==> src/rtl/if_fetch_unit.sv <==
// Instruction-fetch stage: owns the PC, issues in-order imem reads and buffers FIFO_DEPTH {pc, instr} slots for ID.
// Define IF_PERF_CNT_EN to add the perf_fetch_cnt / perf_stall_cnt outputs.
module if_fetch_unit #(
    parameter int unsigned       ADDR_W     = 32,
    parameter int unsigned       DATA_W     = 32,
    parameter logic [ADDR_W-1:0] RESET_PC   = '0,
    parameter logic [ADDR_W-1:0] PC_INC     = ADDR_W'(4),
    parameter int unsigned       FIFO_DEPTH = 4
) (
    input  logic              clk,
    input  logic              rst_n,
    output logic              imem_req_valid,
    input  logic              imem_req_ready,
    output logic [ADDR_W-1:0] imem_req_addr,
    input  logic              imem_rsp_valid,
    input  logic [DATA_W-1:0] imem_rsp_data,
    input  logic              redirect_valid,
    input  logic [ADDR_W-1:0] redirect_pc,
    output logic              id_valid,
    input  logic              id_ready,
    output logic [DATA_W-1:0] id_instr,
    output logic [ADDR_W-1:0] id_pc,
    output logic [ADDR_W-1:0] id_pc_next
`ifdef IF_PERF_CNT_EN
    ,
    output logic [31:0]       perf_fetch_cnt,
    output logic [31:0]       perf_stall_cnt
`endif
);

    localparam int unsigned       PTR_W      = $clog2(FIFO_DEPTH);
    localparam int unsigned       CNT_W      = PTR_W + 1;
    localparam logic [CNT_W-1:0]  DEPTH_CNT  = CNT_W'(FIFO_DEPTH);
    localparam logic [CNT_W-1:0]  CNT_ONE    = CNT_W'(1);
    localparam logic [PTR_W-1:0]  PTR_ONE    = PTR_W'(1);
    localparam logic [ADDR_W-1:0] ALIGN_MASK = ~ADDR_W'(3);

    typedef enum logic {
        ST_RUN   = 1'b0,
        ST_DRAIN = 1'b1
    } state_t;

    state_t                state;
    logic                  req_en;
    logic [ADDR_W-1:0]     fetch_pc;
    logic [PTR_W-1:0]      head_ptr;
    logic [PTR_W-1:0]      alloc_ptr;
    logic [PTR_W-1:0]      fill_ptr;
    logic [CNT_W-1:0]      occupancy;
    logic [CNT_W-1:0]      pending;
    logic [CNT_W-1:0]      drop_cnt;
    logic [FIFO_DEPTH-1:0] filled;
    logic [ADDR_W-1:0]     slot_pc    [FIFO_DEPTH];
    logic [DATA_W-1:0]     slot_instr [FIFO_DEPTH];

    logic             accept;
    logic             pop;
    logic             rsp_drop;
    logic             rsp_fill;
    logic [CNT_W-1:0] drop_after_rsp;
    logic [CNT_W-1:0] outstanding;
    logic [CNT_W-1:0] drop_on_redirect;

    // req_en holds off issue for the first cycle after reset.
    assign imem_req_valid = req_en && (state == ST_RUN) && (occupancy != DEPTH_CNT) && !redirect_valid;
    assign imem_req_addr  = fetch_pc;
    assign accept         = imem_req_valid && imem_req_ready;

    assign id_valid   = filled[head_ptr];
    assign pop        = id_valid && id_ready;
    assign id_instr   = id_valid ? slot_instr[head_ptr] : '0;
    assign id_pc      = id_valid ? slot_pc[head_ptr] : '0;
    assign id_pc_next = id_valid ? slot_pc[head_ptr] + PC_INC : '0;

    assign rsp_drop       = imem_rsp_valid && (drop_cnt != '0);
    assign rsp_fill       = imem_rsp_valid && (drop_cnt == '0) && (pending != '0);
    assign drop_after_rsp = rsp_drop ? drop_cnt - CNT_ONE : drop_cnt;

    // A response landing in the redirect cycle belongs to the oldest old request and is retired here.
    assign outstanding      = drop_cnt + pending;
    assign drop_on_redirect = (imem_rsp_valid && (outstanding != '0)) ? outstanding - CNT_ONE : outstanding;

    // NOTE: sequential state uses non-blocking assignments so every flop samples pre-edge values.
    always_ff @(posedge clk) begin
        if (!rst_n) begin
            state     <= ST_RUN;
            req_en    <= 1'b0;
            fetch_pc  <= RESET_PC;
            head_ptr  <= '0;
            alloc_ptr <= '0;
            fill_ptr  <= '0;
            occupancy <= '0;
            pending   <= '0;
            drop_cnt  <= '0;
            filled    <= '0;
        end else begin
            req_en <= 1'b1;
            if (redirect_valid) begin
                fetch_pc  <= redirect_pc & ALIGN_MASK;
                head_ptr  <= '0;
                alloc_ptr <= '0;
                fill_ptr  <= '0;
                occupancy <= '0;
                pending   <= '0;
                filled    <= '0;
                drop_cnt  <= drop_on_redirect;
                state     <= (drop_on_redirect != '0) ? ST_DRAIN : ST_RUN;
            end else begin
                if (accept) begin
                    alloc_ptr <= alloc_ptr + PTR_ONE;
                    fetch_pc  <= fetch_pc + PC_INC;
                end
                if (rsp_fill) begin
                    filled[fill_ptr] <= 1'b1;
                    fill_ptr         <= fill_ptr + PTR_ONE;
                end
                if (pop) begin
                    filled[head_ptr] <= 1'b0;
                    head_ptr         <= head_ptr + PTR_ONE;
                end
                occupancy <= occupancy + CNT_W'(accept) - CNT_W'(pop);
                pending   <= pending + CNT_W'(accept) - CNT_W'(rsp_fill);
                drop_cnt  <= drop_after_rsp;
                if ((state == ST_DRAIN) && (drop_after_rsp == '0)) begin
                    state <= ST_RUN;
                end
            end
        end
    end

    // NOTE: slot payload has no reset; the filled bits alone decide whether a slot is visible.
    always_ff @(posedge clk) begin
        if (accept) begin
            slot_pc[alloc_ptr] <= fetch_pc;
        end
        if (rsp_fill) begin
            slot_instr[fill_ptr] <= imem_rsp_data;
        end
    end

`ifdef IF_PERF_CNT_EN
    always_ff @(posedge clk) begin
        if (!rst_n) begin
            perf_fetch_cnt <= '0;
            perf_stall_cnt <= '0;
        end else begin
            if (pop) begin
                perf_fetch_cnt <= perf_fetch_cnt + 32'd1;
            end
            if (!id_valid && (state == ST_RUN)) begin
                perf_stall_cnt <= perf_stall_cnt + 32'd1;
            end
        end
    end
`endif

endmodule

==> config.mk <==
export PLATFORM = sky130hd
export DESIGN_NAME = if_fetch_unit
export DESIGN_NICKNAME = d
export VERILOG_FILES = /design/src/rtl/if_fetch_unit.sv
export SDC_FILE = /design/constraint.sdc
export NUM_CORES = 1
export LEC_CHECK = 0
export ABC_AREA = 1
export BUFFER_PORTS_ARGS = -buffer_cell sky130_fd_sc_hd__buf_2
export CORE_MARGIN = 4
export CORE_UTILIZATION = 30
export DETAILED_ROUTE_END_ITERATION = 8
export PLACE_DENSITY = 0.47
export RECOVER_POWER = 100
export SLEW_MARGIN = 20
export SYNTH_ARGS = -nofsm -noshare
export SYNTH_HDL_FRONTEND = slang
export SYNTH_SLANG_ARGS = --single-unit
export TNS_END_PERCENT = 5
==> constraint.sdc <==
create_clock -name clk -period 2.9 [get_ports clk]
set_input_delay 0 -clock clk [delete_from_list [all_inputs] [get_ports clk]]
set_output_delay 0 -clock clk [all_outputs]
set_load 0.005 [all_outputs]
* Word-level counts from Yosys, hierarchy flattened *
Memories as Yosys holds them, arrays and structs flattened. A register that Yosys moved wholly into a read port is not among the register bits.
Cells that the tools add are included.

word-level totals
  memories = 2
  register bits after elaboration = 53
  RAM bits = 256
  input port bits = 70

memory list
  name        words  bits a word  read ports  clocked after memory_dff  wr ports  RTL line  text
  slot_instr  4      32           1           1                         1         54        logic [DATA_W-1:0] slot_instr [FIFO_DEPTH];
  slot_pc     4      32           1           1                         1         53        logic [ADDR_W-1:0] slot_pc [FIFO_DEPTH];

operators by class
  add/sub/neg operators = 12
  equal/unequal tests = 1
  bitwise operators = 5
  mux-type cells = 30
  reduce and logical (&&, ||, !) cells = 22
  order comparisons = 4

operators by type and width
  operator                                                            count
  2-to-1 mux 32 bit                                                   5
  adder 32 x 3 -> 32 bit (second input constant)                      2
  2-to-1 mux 4 bit                                                    4
  logical AND 1 bit                                                   12
  nonzero test 3 bit                                                  4
  2-to-1 mux 1 bit                                                    11
  2-to-1 mux 3 bit                                                    3
  2-to-1 mux 2 bit                                                    4
  adder 2 x 1 -> 2 bit (second input constant)                        3
  adder 3 x 1 -> 3 bit                                                2
  logical NOT 3 bit                                                   2
  < comparator 2 x 3 -> 1 bit (second input constant)                 2
  subtractor 3 x 1 -> 3 bit                                           2
  subtractor 3 x 1 -> 3 bit (second input constant)                   2
  bitwise AND 4 bit                                                   1
  demux 1 bit (select 2 bit)                                          2
  greater-or-equal comparator 2 x 1 -> 1 bit (second input constant)  2
  inverter 4 bit                                                      1
  OR 4 bit                                                            1
  nonzero test 2 bit                                                  2
  adder 3 bit                                                         1
  != test 3 bit (second input constant)                               1
  binary-select mux 1 bit (select 2 bit)                              1
  inverter 1 bit                                                      2
  2 further kinds                                                     2

* Longest topological paths before layout *
  depth after elaboration = 10
  gate-level depth with buffers = 17

* Least setup slack after synthesis *
OpenSTA, ideal clock, no wires.

  path kind = flip-flop to flip-flop
  from = reg drop_cnt[1]
  to = mem slot_instr[0][0] (enable)
  slack = 0.162 ns
  stages on the path, launching flop included = 7
  arrival = 2.315 ns
  required time = 2.478 ns
  cells stage by stage = dfxtp_1 -> inv_1 -> ha_1 -> inv_1 -> nor3_1 -> o31ai_1 -> nor2_1

on the way
  longest elaborated chain between the ends = 5

ends and longest elaborated chain
  what                                    RTL line  text
  start: declaration                      51        logic [CNT_W-1:0] drop_cnt;
  start signal: assignment                106       drop_cnt <= drop_on_redirect;
  start signal: assignment                123       drop_cnt <= drop_after_rsp;
  logical NOT 3 bit                       76        assign rsp_fill = imem_rsp_valid && (drop_cnt == '0) && (pending != '0);
  logical AND 1 bit (2 in series)         76
  2-to-1 mux 1 bit                        136       if (rsp_fill) begin
  2-to-1 mux 1 bit (implied by the code)  137       slot_instr[fill_ptr] <= imem_rsp_data;
  end: declaration                        54

Every way passes these cells.

* Worst setup path in the final report *
  from = reg occupancy[1]
  to = reg fetch_pc[3] (netlist: imem_req_addr[3])

on the way
  longest elaborated chain between the ends = 5

ends and longest elaborated chain
  what                             RTL line  text
  start: declaration               49        logic [CNT_W-1:0] occupancy;
  start signal: assignment         121       occupancy <= occupancy + CNT_W'(accept) - CNT_W'(pop);
  != test 3 bit                    65        assign imem_req_valid = req_en && (state == ST_RUN) && (occupancy != DEPTH_CNT) && !redirect_valid;
  logical AND 1 bit (2 in series)  65
  logical AND 1 bit                67        assign accept = imem_req_valid && imem_req_ready;
  nonzero test 2 bit (no line)     n/a
  end signal: assignment           99        fetch_pc <= redirect_pc & ALIGN_MASK;
  end signal: assignment           111       fetch_pc <= fetch_pc + PC_INC;
  end: declaration                 45        logic [ADDR_W-1:0] fetch_pc;

Every way passes these cells.
A chain may end at the register's enable or synchronous reset.

==> summary.md <==
| Metric | Value |
|---|---|
| I/O Buffers | between 150 and 200 |
| Critical path buffers and inverters | 5 |
| Simple-Gate Fraction of Synth Area | roughly a quarter |
| # clock sinks | between 300 and 400 |
| Sequential cell fraction of total power | 48.9% |
| Setup crit start kind | register |
| Vias in the first global route | 11519 |
| Fraction of layout cells with a size suffix above 1 | 11.79% |
| First-pass GRT wire length | 67010 um |
| Adder-cell share of the synthesized area | 2.370% |
| Io pins | 200 |
| Crit path cell chain | inv_1, nand2_1, nor2_1, inv_1, nand3_1, clkbuf_1, nand2_1, clkbuf_1, o21ai_0, a31oi_1, dlygate4sd3_1 |
| Least-Margin Pin Slew | 1.102 ns |
| CP max stage delay | around 0.59 ns |
| Hold Crit Depth | 5 |
| Wire length per cell | ~17 um |
| Die H | 229.2 um |
| Compound-cell area share of the yosys netlist | 7.844% |
| Period utilization | between 90% and 100% |
| DRC viols | 0 |
| Congestion Overflow GR | 0 |
| Slowest-stage cell, CP | dlygate4sd3_1 |
| Largest net degree at the start of global routing | 65 |
| Setup CP Type | register to register |
| Main combinational cell family by area after synthesis | simple AND/OR/NAND/NOR gates |
| Crit path from | occupancy[1]$_SDFF_PP0_ |
| Starting Density | between 30% and 40% |
| CTS H-Tree Depth | 2 |
| Setup-failing EPs final | 0 |
| Commonest non-fill, non-tap cell in the layout | nand2_1 |
| RSZ-0062 raised after global routing | true |
| Root buf cell | clkbuf_16 |
| Max Cap Viol | 0 |
| Routed wire length | 43860 um |
| Netlist Area Pre-Place | approximately 0.015 mm2 |
| Pwr Density | 544.5 mW/mm2 |
| Total Power | 0.009894 W |
| Worst r2r dst | imem_req_addr[3]$_SDFFE_PN0P_ |
| Pins Over Slew Limit | 0 |
| Distinct cells, synth | 40 |
| Longest Clk Path Bufs | 3 |
| DR iter-0 viols | 828 |
| Critical Path AT | 3.18 ns |
| Peak Freq | approximately 0.36 GHz |
| CP Capture Point | imem_req_addr[3]$_SDFFE_PN0P_ |
| DP HPWL | 28860 um |
| Worst Slack Setup Final | 0.1431 ns |
| Clock share of power | 45.2% |
| CTS tree | built |
| Mux cell area share after synthesis | 0% |
| Most frequent cells in the layout | nand2_1, edfxtp_1, nor2_1 |
| CP Max Fanout | 13 |
| Mapped Cells | 1650 |
| Slew margin rel. | 26.53% |
| Placement Setup Slack | 0.4060 ns |
| Row cnt | 80 |
| Peak supply drop | 0.3309 mV |
| Final min period | 2.757 ns |
| Reg2Reg Depth | 11 |
| Layout Nets | ~2000 |
| Kind of cell adding the most delay to the critical path | buffers and inverters |
| DIE WIDTH | 229.2 um |
| Gr usage total | 16.18% |
| Core area | 0.04805 mm2 |
| CP required | roughly 3.3 ns |
| Area Growth Syn to Fin | 23.84% |
| Sw frac | 22.17% |
| Detailed Routing Iterations Pass 1 | 5 |
| Num CTS Buffers | 37 |
| Logic pwr share | 5.9% |
| Synth Register Bits | 301 |
| Initial antenna violation count | 1 |
| Internal | 0.007701 W |
| WP depth | 11 |
| Worst-Skew Late Latency | 0.53 ns |
| R2R Setup Slk | 0.14 ns |
| Switching pwr | approximately 0.0022 W |
| Crit. End Element | register |
| Worst Min Path Start | imem_req_ready |
| Final Skew | 0.01294 ns |
| YS warnings | 0 |
| Status | completed |
| Post-synthesis sequential area ratio | 57.98% |
| Via Count | between 10000 and 15000 |
| Reg2reg start | occupancy[1]$_SDFF_PP0_ |
| Final hold violations | 0 |
| Mean Syn Cell Area | 8.893 um2 |
| Die ar. | 0.05252 mm2 |
| Clock Pin Slew Worst Setup and Hold Paths | around 0.06 ns |
| Leakage Power | 7.432 nW |
| Hold Path Class | primary input to register |
| Antenna viol nets, final | 0 |
| Synth Area in XOR/XNOR | 1.432% |
| Via/cell ratio | around 4.7 |
| Gpl congestion | 0.8480 |
-- synthesized netlist by cell type --
library cell / n / share of area [%]
a211oi_1: 2 / 0.10
a21o_1: 1 / 0.051
a21oi_1: 48 / 1.6
a31oi_1: 14 / 0.60
a32oi_1: 1 / 0.060
and3_1: 3 / 0.13
buf_1: 1 / 0.026
buf_2: 24 / 0.82
buf_4: 10 / 0.51
buf_6: 9 / 0.69
clkbuf_1: 31 / 0.79
clkbuf_2: 1 / 0.034
clkinv_1: 1 / 0.026
conb_1: 1 / 0.026
dfxtp_1: 53 / 7.2
edfxtp_1: 248 / 51
fa_1: 3 / 0.41
ha_1: 23 / 2.0
inv_1: 144 / 3.7
inv_2: 3 / 0.077
inv_6: 1 / 0.060
nand2_1: 502 / 13
nand2_2: 4 / 0.17
nand3_1: 98 / 3.3
nand3_2: 1 / 0.068
nand3b_1: 1 / 0.051
nand4_1: 4 / 0.17
nor2_1: 214 / 5.5
nor2_2: 8 / 0.34
nor2_4: 4 / 0.31
nor3_1: 19 / 0.65
o211ai_1: 4 / 0.20
o21ai_0: 108 / 3.7
o21bai_1: 1 / 0.051
o22ai_1: 33 / 1.4
o31ai_1: 1 / 0.051
or2_1: 1 / 0.043
or2_2: 1 / 0.043
xnor2_1: 5 / 0.30
xor2_1: 19 / 1.1
-- state kept, by name (all words and copies together), names as in the netlist, named ones only --
register,flops
slot_pc,120
occupancy,3
head_ptr,2
drop_cnt,3
pending,3
imem_req_addr,30
req_en,1
slot_instr,128
alloc_ptr,2
fill_ptr,2
state,1
filled,4
-- per-layer routing --
metal	GRT usage, %	share of wire (%)	vias up
met1	22.63	48	5607
met3	2.721	4.7	52
met4	4.203	1.7	0
met5	0	0	-
li1	-	-	5993
met2	26.18	46	300
-- repair_timing --
| item | CTS | global route |
|---|---|---|
| setup buffers | 0 | 4 |
| gates resized for setup | 6 | 24 |
| endpoints found under the hold margin | 171 | 0 |
| cloned | 0 | 2 |
| hold buffers | 67 | 0 |
| pin swaps | 0 | 2 |
| setup endpoints to repair | 18 | 19 |
-- metrics by stage --
stage	std cells	utilization, %	hold slack (ns)	setup TNS, ns	instance area [um2]
4_1_cts	2551	37.86	0.09726	0	18190
6_report	2558	37.82	0.2138	0	18170
3_5_place_dp	2417	33.96	0.2202	0	16310
5_1_grt	2557	37.82	0.2627	-0.1044	18170
2_1_floorplan	1655	-	0.02772	0	14690
3_3_place_gp	2417	33.96	0.2169	0	16310
-- tightest hold or removal path: stages --
cell and delay, ns:
buf_2 0.10, nand3_1 0.18, ha_1 0.21, fa_1 0.16, nor2_1 0.04
-- worst min path at each step --
stage / end / slack [ns]
finish: occupancy[1]$_SDFF_PP0_ / 0.21
global route: occupancy[1]$_SDFF_PP0_ / 0.26
CTS: alloc_ptr[0]$_SDFFE_PP0P_ / 0.1
detailed placement: slot_instr[2][8]$_DFFE_PP_ / 0.22
global placement: slot_instr[2][20]$_DFFE_PP_ / 0.22
floorplan: req_en$_DFF_P_ / 0.03
-- area by class of cell --
cell class	count	area (um2)
fillers	4931	29870
inverters	149	571.8
diodes	1	2.502
clock buffers	48	1010
well taps	615	769.5
clock inverters	19	173.9
multi-input cells	1129	5283
flip-flops and latches	301	8516
repair buffers	296	1847
-- cells by family (layout without fill, tap and decap cells) --
family | after synthesis | count (layout)
compound gates | 213 | 213
xor+xnor | 24 | 24
fa+ha+maj | 26 | 26
buf+inv | 225 | 512
flops | 301 | 301
other cells | 1 | 7
simple gates | 860 | 860
-- power by group through the flow --
stage	combinational, W	clock [W]	sequential, W
4_1_cts	0.000602	0.00463	0.00484
5_1_grt	0.000659	0.00482	0.00485
3_3_place_gp	0.000516	0	0.00492
2_1_floorplan	0.000302	0	0.00490
3_5_place_dp	0.000526	0	0.00493
6_report	0.000581	0.00448	0.00484
No activity file was read; power rests on OpenSTA's default activity.
